### src/rtl/rv_rsp_tag_demux_pkg.sv
// ---------------------------------------------------------------------------
// rv_rsp_tag_demux_pkg
//   Shared configuration helpers for the tagged response path. The matching
//   tag-inserting arbiter uses the same helpers, so both sides agree on how
//   many select bits are added to and removed from a tag.
//   Contents:
//     sel_width(n)            lane-select field width for n lanes
//     out_tag_width(tagw, n)  tag width once the select field is removed
//     buf_cnt_e               occupancy state of a 2-entry elastic buffer
// ---------------------------------------------------------------------------
package rv_rsp_tag_demux_pkg;

   function automatic int sel_width(input int n);
      return (n > 1) ? $clog2(n) : 1;
   endfunction

   function automatic int out_tag_width(input int tagw, input int n);
      return tagw - sel_width(n);
   endfunction

   typedef enum logic [1:0] {
      BUF_EMPTY = 2'd0,
      BUF_ONE   = 2'd1,
      BUF_FULL  = 2'd2
   } buf_cnt_e;

endpackage

### src/rtl/RV_bits_remove.sv
// ---------------------------------------------------------------------------
// RV_bits_remove
//   Removes an S-bit field located at bit POS of an N-bit word and closes the
//   gap. The removed field is returned separately so callers can use it as a
//   lane select.
//   Ports:
//     data_in   in  N      word containing the field
//     data_out  out N-S    word with the field removed
//     field_out out S      the removed field
// ---------------------------------------------------------------------------
module RV_bits_remove #(
   parameter int N   = 8,
   parameter int S   = 2,
   parameter int POS = 0
) (
   input  logic [N-1:0]   data_in,
   output logic [N-S-1:0] data_out,
   output logic [S-1:0]   field_out
);

   assign field_out = data_in[POS +: S];

   // Three shapes so no branch ever forms a zero-width or reversed slice.
   if (POS == 0) begin : g_at_lsb
      assign data_out = data_in[N-1:S];
   end else if (POS + S == N) begin : g_at_msb
      assign data_out = data_in[POS-1:0];
   end else begin : g_middle
      assign data_out = {data_in[N-1:POS+S], data_in[POS-1:0]};
   end

endmodule

### src/rtl/RV_elastic_buffer2.sv
// ---------------------------------------------------------------------------
// RV_elastic_buffer2
//   Two-entry FIFO used as a skid stage in front of each output port.
//   Handshake: an entry leaves when pop_valid && pop_ready. push_valid is
//   only honoured while count != BUF_FULL; the caller derives its own ready
//   from the count output, so there is no ready path back from pop_ready.
//   Ports:
//     clk, reset   clock, synchronous active-high reset
//     push_valid   write push_data this cycle
//     push_data    entry to store
//     pop_valid    head entry present (count != BUF_EMPTY)
//     pop_data     head entry
//     pop_ready    downstream accepts the head entry
//     count        registered occupancy (state of the buffer)
// ---------------------------------------------------------------------------
module RV_elastic_buffer2
   import rv_rsp_tag_demux_pkg::*;
#(
   parameter int W = 8
) (
   input  logic         clk,
   input  logic         reset,
   input  logic         push_valid,
   input  logic [W-1:0] push_data,
   output logic         pop_valid,
   output logic [W-1:0] pop_data,
   input  logic         pop_ready,
   output buf_cnt_e     count
);

   buf_cnt_e     count_q, count_d;
   logic         rd_ptr_q, rd_ptr_d;
   logic [W-1:0] mem_q [2];
   logic [W-1:0] mem_d [2];
   logic         push, pop, wr_idx;

   always_comb begin
      pop    = (count_q != BUF_EMPTY) && pop_ready;
      push   = push_valid && (count_q != BUF_FULL);
      // An empty buffer writes at the head slot; otherwise the other slot is
      // the tail. With push+pop at one entry, the head moves onto that slot.
      wr_idx = (count_q == BUF_EMPTY) ? rd_ptr_q : ~rd_ptr_q;

      mem_d = mem_q;
      if (push) begin
         mem_d[wr_idx] = push_data;
      end

      rd_ptr_d = pop ? ~rd_ptr_q : rd_ptr_q;

      count_d = count_q;
      unique case (count_q)
         BUF_EMPTY: if (push)               count_d = BUF_ONE;
         BUF_ONE:   if (push && !pop)       count_d = BUF_FULL;
                    else if (pop && !push)  count_d = BUF_EMPTY;
         BUF_FULL:  if (pop)                count_d = BUF_ONE;
         default:   count_d = count_q;
      endcase
   end

   always_ff @(posedge clk) begin
      if (reset) begin
         count_q  <= BUF_EMPTY;
         rd_ptr_q <= 1'b0;
      end else begin
         count_q  <= count_d;
         rd_ptr_q <= rd_ptr_d;
      end
   end

   // Payload storage carries no reset; count gates its visibility.
   always_ff @(posedge clk) begin
      mem_q <= mem_d;
   end

   assign pop_valid = (count_q != BUF_EMPTY);
   assign pop_data  = mem_q[rd_ptr_q];
   assign count     = count_q;

endmodule

### src/rtl/rv_rsp_tag_demux.sv
// ---------------------------------------------------------------------------
// rv_rsp_tag_demux
//   Steers a tagged response stream to one of NUM_OUTPUTS ports using a
//   select field embedded in the tag, strips that field, and buffers each
//   port in a 2-entry elastic buffer so ports stall independently.
//   Handshake: a transfer happens on any interface when valid && ready.
//   rsp_ready_in depends only on buffer occupancy and the incoming tag.
//   Ports:
//     clk, reset       clock, synchronous active-high reset
//     rsp_valid_in     input response valid
//     rsp_data_in      input payload (DATAW)
//     rsp_tag_in       input tag including select field (TAGW)
//     rsp_ready_in     input response accepted this cycle when valid
//     rsp_valid_out    per-port valid
//     rsp_data_out     per-port payload, port i at [i*DATAW +: DATAW]
//     rsp_tag_out      per-port stripped tag, port i at [i*OTAGW +: OTAGW]
//     rsp_ready_out    per-port downstream ready
//     sel_err          registered pulse per dropped out-of-range response
// ---------------------------------------------------------------------------
module rv_rsp_tag_demux
   import rv_rsp_tag_demux_pkg::*;
#(
   parameter  int NUM_OUTPUTS = 4,
   parameter  int DATAW       = 32,
   parameter  int TAGW        = 8,
   parameter  int SEL_POS     = 0,
   localparam int SELW        = sel_width(NUM_OUTPUTS),
   localparam int OTAGW       = out_tag_width(TAGW, NUM_OUTPUTS)
) (
   input  logic                         clk,
   input  logic                         reset,
   input  logic                         rsp_valid_in,
   input  logic [DATAW-1:0]             rsp_data_in,
   input  logic [TAGW-1:0]              rsp_tag_in,
   output logic                         rsp_ready_in,
   output logic [NUM_OUTPUTS-1:0]       rsp_valid_out,
   output logic [NUM_OUTPUTS*DATAW-1:0] rsp_data_out,
   output logic [NUM_OUTPUTS*OTAGW-1:0] rsp_tag_out,
   input  logic [NUM_OUTPUTS-1:0]       rsp_ready_out,
   output logic                         sel_err
);

   // One extra bit so the range test is meaningful for any NUM_OUTPUTS.
   localparam logic [SELW:0] NUM_OUT_W = (SELW+1)'(NUM_OUTPUTS);

   logic [SELW-1:0]        sel;
   logic [SELW:0]          sel_ext;
   logic                   sel_in_range;
   logic                   sel_full;
   logic [OTAGW-1:0]       tag_stripped;
   logic [NUM_OUTPUTS-1:0] buf_full;
   logic [NUM_OUTPUTS-1:0] buf_push;
   logic                   sel_err_q, sel_err_d;

   RV_bits_remove #(
      .N   (TAGW),
      .S   (SELW),
      .POS (SEL_POS)
   ) u_bits_remove (
      .data_in   (rsp_tag_in),
      .data_out  (tag_stripped),
      .field_out (sel)
   );

   always_comb begin
      sel_ext      = {1'b0, sel};
      sel_in_range = (sel_ext < NUM_OUT_W);

      sel_full = 1'b0;
      for (int i = 0; i < NUM_OUTPUTS; i++) begin
         if (sel_ext == (SELW+1)'(i)) sel_full = buf_full[i];
      end

      // Out-of-range responses are always taken so they can be dropped.
      rsp_ready_in = !sel_in_range || !sel_full;

      for (int i = 0; i < NUM_OUTPUTS; i++) begin
         buf_push[i] = rsp_valid_in && rsp_ready_in && (sel_ext == (SELW+1)'(i));
      end

      sel_err_d = rsp_valid_in && !sel_in_range;
   end

   always_ff @(posedge clk) begin
      if (reset) sel_err_q <= 1'b0;
      else       sel_err_q <= sel_err_d;
   end

   assign sel_err = sel_err_q;

   for (genvar g = 0; g < NUM_OUTPUTS; g++) begin : g_port
      buf_cnt_e                 cnt;
      logic [DATAW+OTAGW-1:0]   head;

      RV_elastic_buffer2 #(
         .W (DATAW + OTAGW)
      ) u_buf (
         .clk        (clk),
         .reset      (reset),
         .push_valid (buf_push[g]),
         .push_data  ({rsp_data_in, tag_stripped}),
         .pop_valid  (rsp_valid_out[g]),
         .pop_data   (head),
         .pop_ready  (rsp_ready_out[g]),
         .count      (cnt)
      );

      assign buf_full[g]                   = (cnt == BUF_FULL);
      assign rsp_data_out[g*DATAW +: DATAW] = head[OTAGW +: DATAW];
      assign rsp_tag_out[g*OTAGW +: OTAGW]  = head[OTAGW-1:0];
   end

endmodule

### config.mk
export PLATFORM = sky130hd
export DESIGN_NAME = rv_rsp_tag_demux
export DESIGN_NICKNAME = d
export VERILOG_FILES = /design/src/rtl/rv_rsp_tag_demux_pkg.sv /design/src/rtl/RV_bits_remove.sv /design/src/rtl/RV_elastic_buffer2.sv /design/src/rtl/rv_rsp_tag_demux.sv
export SDC_FILE = /design/constraint.sdc
export NUM_CORES = 1
export LEC_CHECK = 0
export ABC_CLOCK_PERIOD_IN_PS = 6350
export BUFFER_PORTS_ARGS = -buffer_cell sky130_fd_sc_hd__buf_2
export CAP_MARGIN = 20
export CORE_MARGIN = 5
export CORE_UTILIZATION = 42
export CTS_CLUSTER_SIZE = 16
export DETAILED_ROUTE_END_ITERATION = 8
export PLACE_DENSITY = 0.64
export SYNTH_ARGS = -nofsm -noshare
export SYNTH_HDL_FRONTEND = slang
export SYNTH_SLANG_ARGS = --single-unit
### constraint.sdc
create_clock -name clk -period 6.35 [get_ports clk]
set_input_delay 0.635 -clock clk [delete_from_list [all_inputs] [get_ports clk]]
set_output_delay 0.635 -clock clk [all_outputs]
set_load 0.02 [all_outputs]
==> results_dict.tcl <==
set metrics [dict create \
    top_usage_layer "met2" \
    post_cts_buffers 0 \
    grt_pass1_vias 6106 \
    clock_path_buffers 3 \
    power.internal_w 0.00355 \
    synth.area.top_cells "edfxtp_1 (78%), mux2_2 (15%), dfxtp_1 (2.0%)" \
    core_sq_um 27700 \
    yosys.cell_count.top_type "edfxtp_1" \
    port_buffers 203 \
    cp_num_buf_inv 2 \
    worstSetupEndpointType "output port" \
    synth_top_family_by_area "multiplexers" \
    powerDensity_nw_per_um2 311 \
    pwr-share-seq_pct 52.5 \
    cts_hold_buf 0 \
    drt_iter0_markers 306 \
    relSlewSlack_pct 49.1 \
    drcViolationCount 0 \
    pwr-share-comb_pct 5.4 \
    dieHeight_um 177 \
    cap_violations 0 \
    clkLatencyLatePin_ns 0.50 \
    critPathMaxFanout 25 \
    grt_pass1_wl_um 36900 \
    ir_worst_vdd_v 0.000206 \
    clock_power_share_pct 42.1 \
    ys_ff_latch 316 \
    ant_nets 0 \
    fin_crit_sh_pct 41.8 \
    use_met2_pct 25.5 \
    synth_top_area_share_pct 77.5 \
    grt_use_met1_pct 20.5 \
    htreeDepth 2 \
    worst_pin_slew_ns 0.762 \
    synthAdderAreaFrac_pct 0 \
    clk_pin_slew_ns 0.06 \
    firstDrtPassIters 7 \
    drv_slew 0 \
    synth_area_sq_um 11800 \
    netlist_instances 590 \
    synth_commonest_cells "edfxtp_1 (304), mux2_2 (152), buf_2 (16), nor2_1 (16), o21ai_0 (13)" \
    syn-num-nets 637 \
    wl_per_cell_um 20.6 \
    die_x_um 177 \
    leakage_nw 5.03 \
    detailed_place_hpwl_um 15500 \
    cts_tree "built" \
    hold_slack_ns 0.408 \
    setup_ws_ns 3.70 \
    fp-row-count 61 \
    fin_setup_tns_ns 0 \
    swShare_pct 20.4 \
    initial_utilization_pct 42.5 \
    gr-total-overflow 0 \
    crit_chain "buf_12, mux2_2, buf_2" \
    hold_path_class "in -> reg" \
    root_buffer "clkbuf_16" \
    drive_above_1_share_pct 51.3 \
    crit_arrival_ns 2.02 \
    cp_top_family "flip-flops" \
    fill_cells 2289 \
    critPathSlowestCell "dfxtp_2" \
    yosysTopAreaCell "edfxtp_1" \
    ys.flop_type "edfxtp_1" \
    cts_inserted_buffers 35 \
    rsz0062_at_grt "no" \
    pre_cts_ws_ns 3.59 \
    synth-simple-area-share_pct 1.89 \
    setup_viol 0 \
    hold_viol_final 0 \
    cts_num_sinks 316 \
    ctsResizeCount 0 \
    synth_edf_count 304 \
    nets 857 \
    via_per_inst 4.91 \
    required_ns 5.71 \
    avgSynthCellArea_sq_um 20.0 \
    diodes 0 \
    wirelength_um 24900 \
    die_area_sq_um 31500 \
    synth_cell_types 28 \
    use_met3_pct 3.64 \
    grt_use_total_pct 15.6 \
    dr_total_vias 5939 \
    grt_max_degree 43 \
    power.switching_w 0.000911 \
    antenna_found_initial 1 \
    cpPeakStageDelay_ns 0.67 \
    skew_ns 0.0167 \
    synth_compound_area_share_pct 1.39 \
    synthMuxAreaShare_pct 15.0 \
    status "finished, final reports clean" \
    finalCriticalPeriod_ns 2.65 \
    async_flop_share_pct 0 \
    yosys.area_share.xor_xnor_pct 0.298 \
    crit_type "reg -> out" \
    yosysSeqAreaShare_pct 79.6 \
    startpoint_type "register" \
    yosys_warnings 0 \
    max_freq_mhz 377 \
    place_congestion 0.739 \
    ios 205 \
    syn_to_final_growth_pct 22.0 \
]
==> worst register-to-register path, cell delays in order (launching register included) <==
cell	delay, ns
dfxtp_2	0.68
a21oi_1	0.20
nor2_4	0.56
buf_4	0.42
==> cell type report <==
class / count / area [sq um] / share of cell area (%)
multi-input cells: 232 / 2260 / 15.7
well taps: 378 / 473 / 3.29
clock inverters: 13 / 115 / 0.801
clock buffers: 46 / 960 / 6.68
repair buffers: 215 / 1150 / 8.01
inverters: 10 / 37.5 / 0.261
flip-flops and latches: 316 / 9370 / 65.2
==> registers in the layout, indices dropped and copies added (netlist names) <==
signal and count:
g_port.u_buf.mem_q 304, g_port.u_buf.rd_ptr_q 4, g_port.u_buf.count 8
==> power by group through the flow <==
stage | registers [W] | logic, W | clock network (W)
after floorplan | 0.00238 | 0.000140 | 0
after global placement | 0.00239 | 0.000237 | 0
after detailed placement | 0.00239 | 0.000242 | 0
after CTS | 0.00235 | 0.000243 | 0.00194
after global routing | 0.00234 | 0.000261 | 0.00202
final | 0.00234 | 0.000241 | 0.00188
==> metal layers <==
metal / wire length [um] / up-vias
li1: - / 2728
met1: 10500 / 2991
met2: 12100 / 170
met3: 1520 / 48
met4: 763 / 2
met5: 13 / -
==> per-stage QoR <==
step / cells / util [%] / area [sq um] / power [W]
global route: 1210 / 51.9 / 14400 / 0.00463
finish: 1210 / 51.9 / 14400 / 0.00446
detailed placement: 1149 / 47.8 / 13200 / 0.00263
global placement: 1148 / 47.7 / 13200 / 0.00263
floorplan: 590 / - / 11800 / 0.00252
CTS: 1208 / 51.7 / 14300 / 0.00453
==> layout by cell type (no fill, tap or decap), types with 5 or more instances in the layout <==
cell,count
edfxtp_1,304
buf_2,203
mux2_2,152
clkbuf_16,37
o21ai_0,13
a21oi_1,11
inv_1,10
clkbuf_1,9
buf_4,9
nor2_4,8
nor2_1,8
dfxtp_1,8
nor3_1,7
mux2i_1,6
clkinv_2,5
clkinv_1,5
==> kinds of logic (layout without fill, tap and decap cells) <==
| group | count (synthesis) | in the layout |
|---|---|---|
| AO/OA/AOI/OAI | 29 | 29 |
| XOR/XNOR | 4 | 4 |
| buffers and inverters | 42 | 284 |
| flip-flops | 316 | 316 |
| multiplexers | 158 | 158 |
| other | 1 | 1 |
| AND/OR/NAND/NOR | 40 | 40 |
==> worst paths after layout <==
kind	from	end	slack [ns]	depth (start not counted)
setup / recovery	g_port[1].u_buf.rd_ptr_q$_SDFFE_PP0P_	rsp_data_out[63]	3.70	3
hold / removal	rsp_data_in[17]	g_port[1].u_buf.mem_q[61]$_DFFE_PP_	0.41	1
setup reg to reg	g_port[2].u_buf.rd_ptr_q$_SDFFE_PP0P_	g_port[2].u_buf.mem_q[39]$_DFFE_PP_	4.16	3
hold reg to reg	g_port[0].u_buf.count[0]$_SDFFE_PP0P_	g_port[0].u_buf.count[1]$_SDFFE_PP0P_	0.58	2
Power figures use the tool's default switching activity.
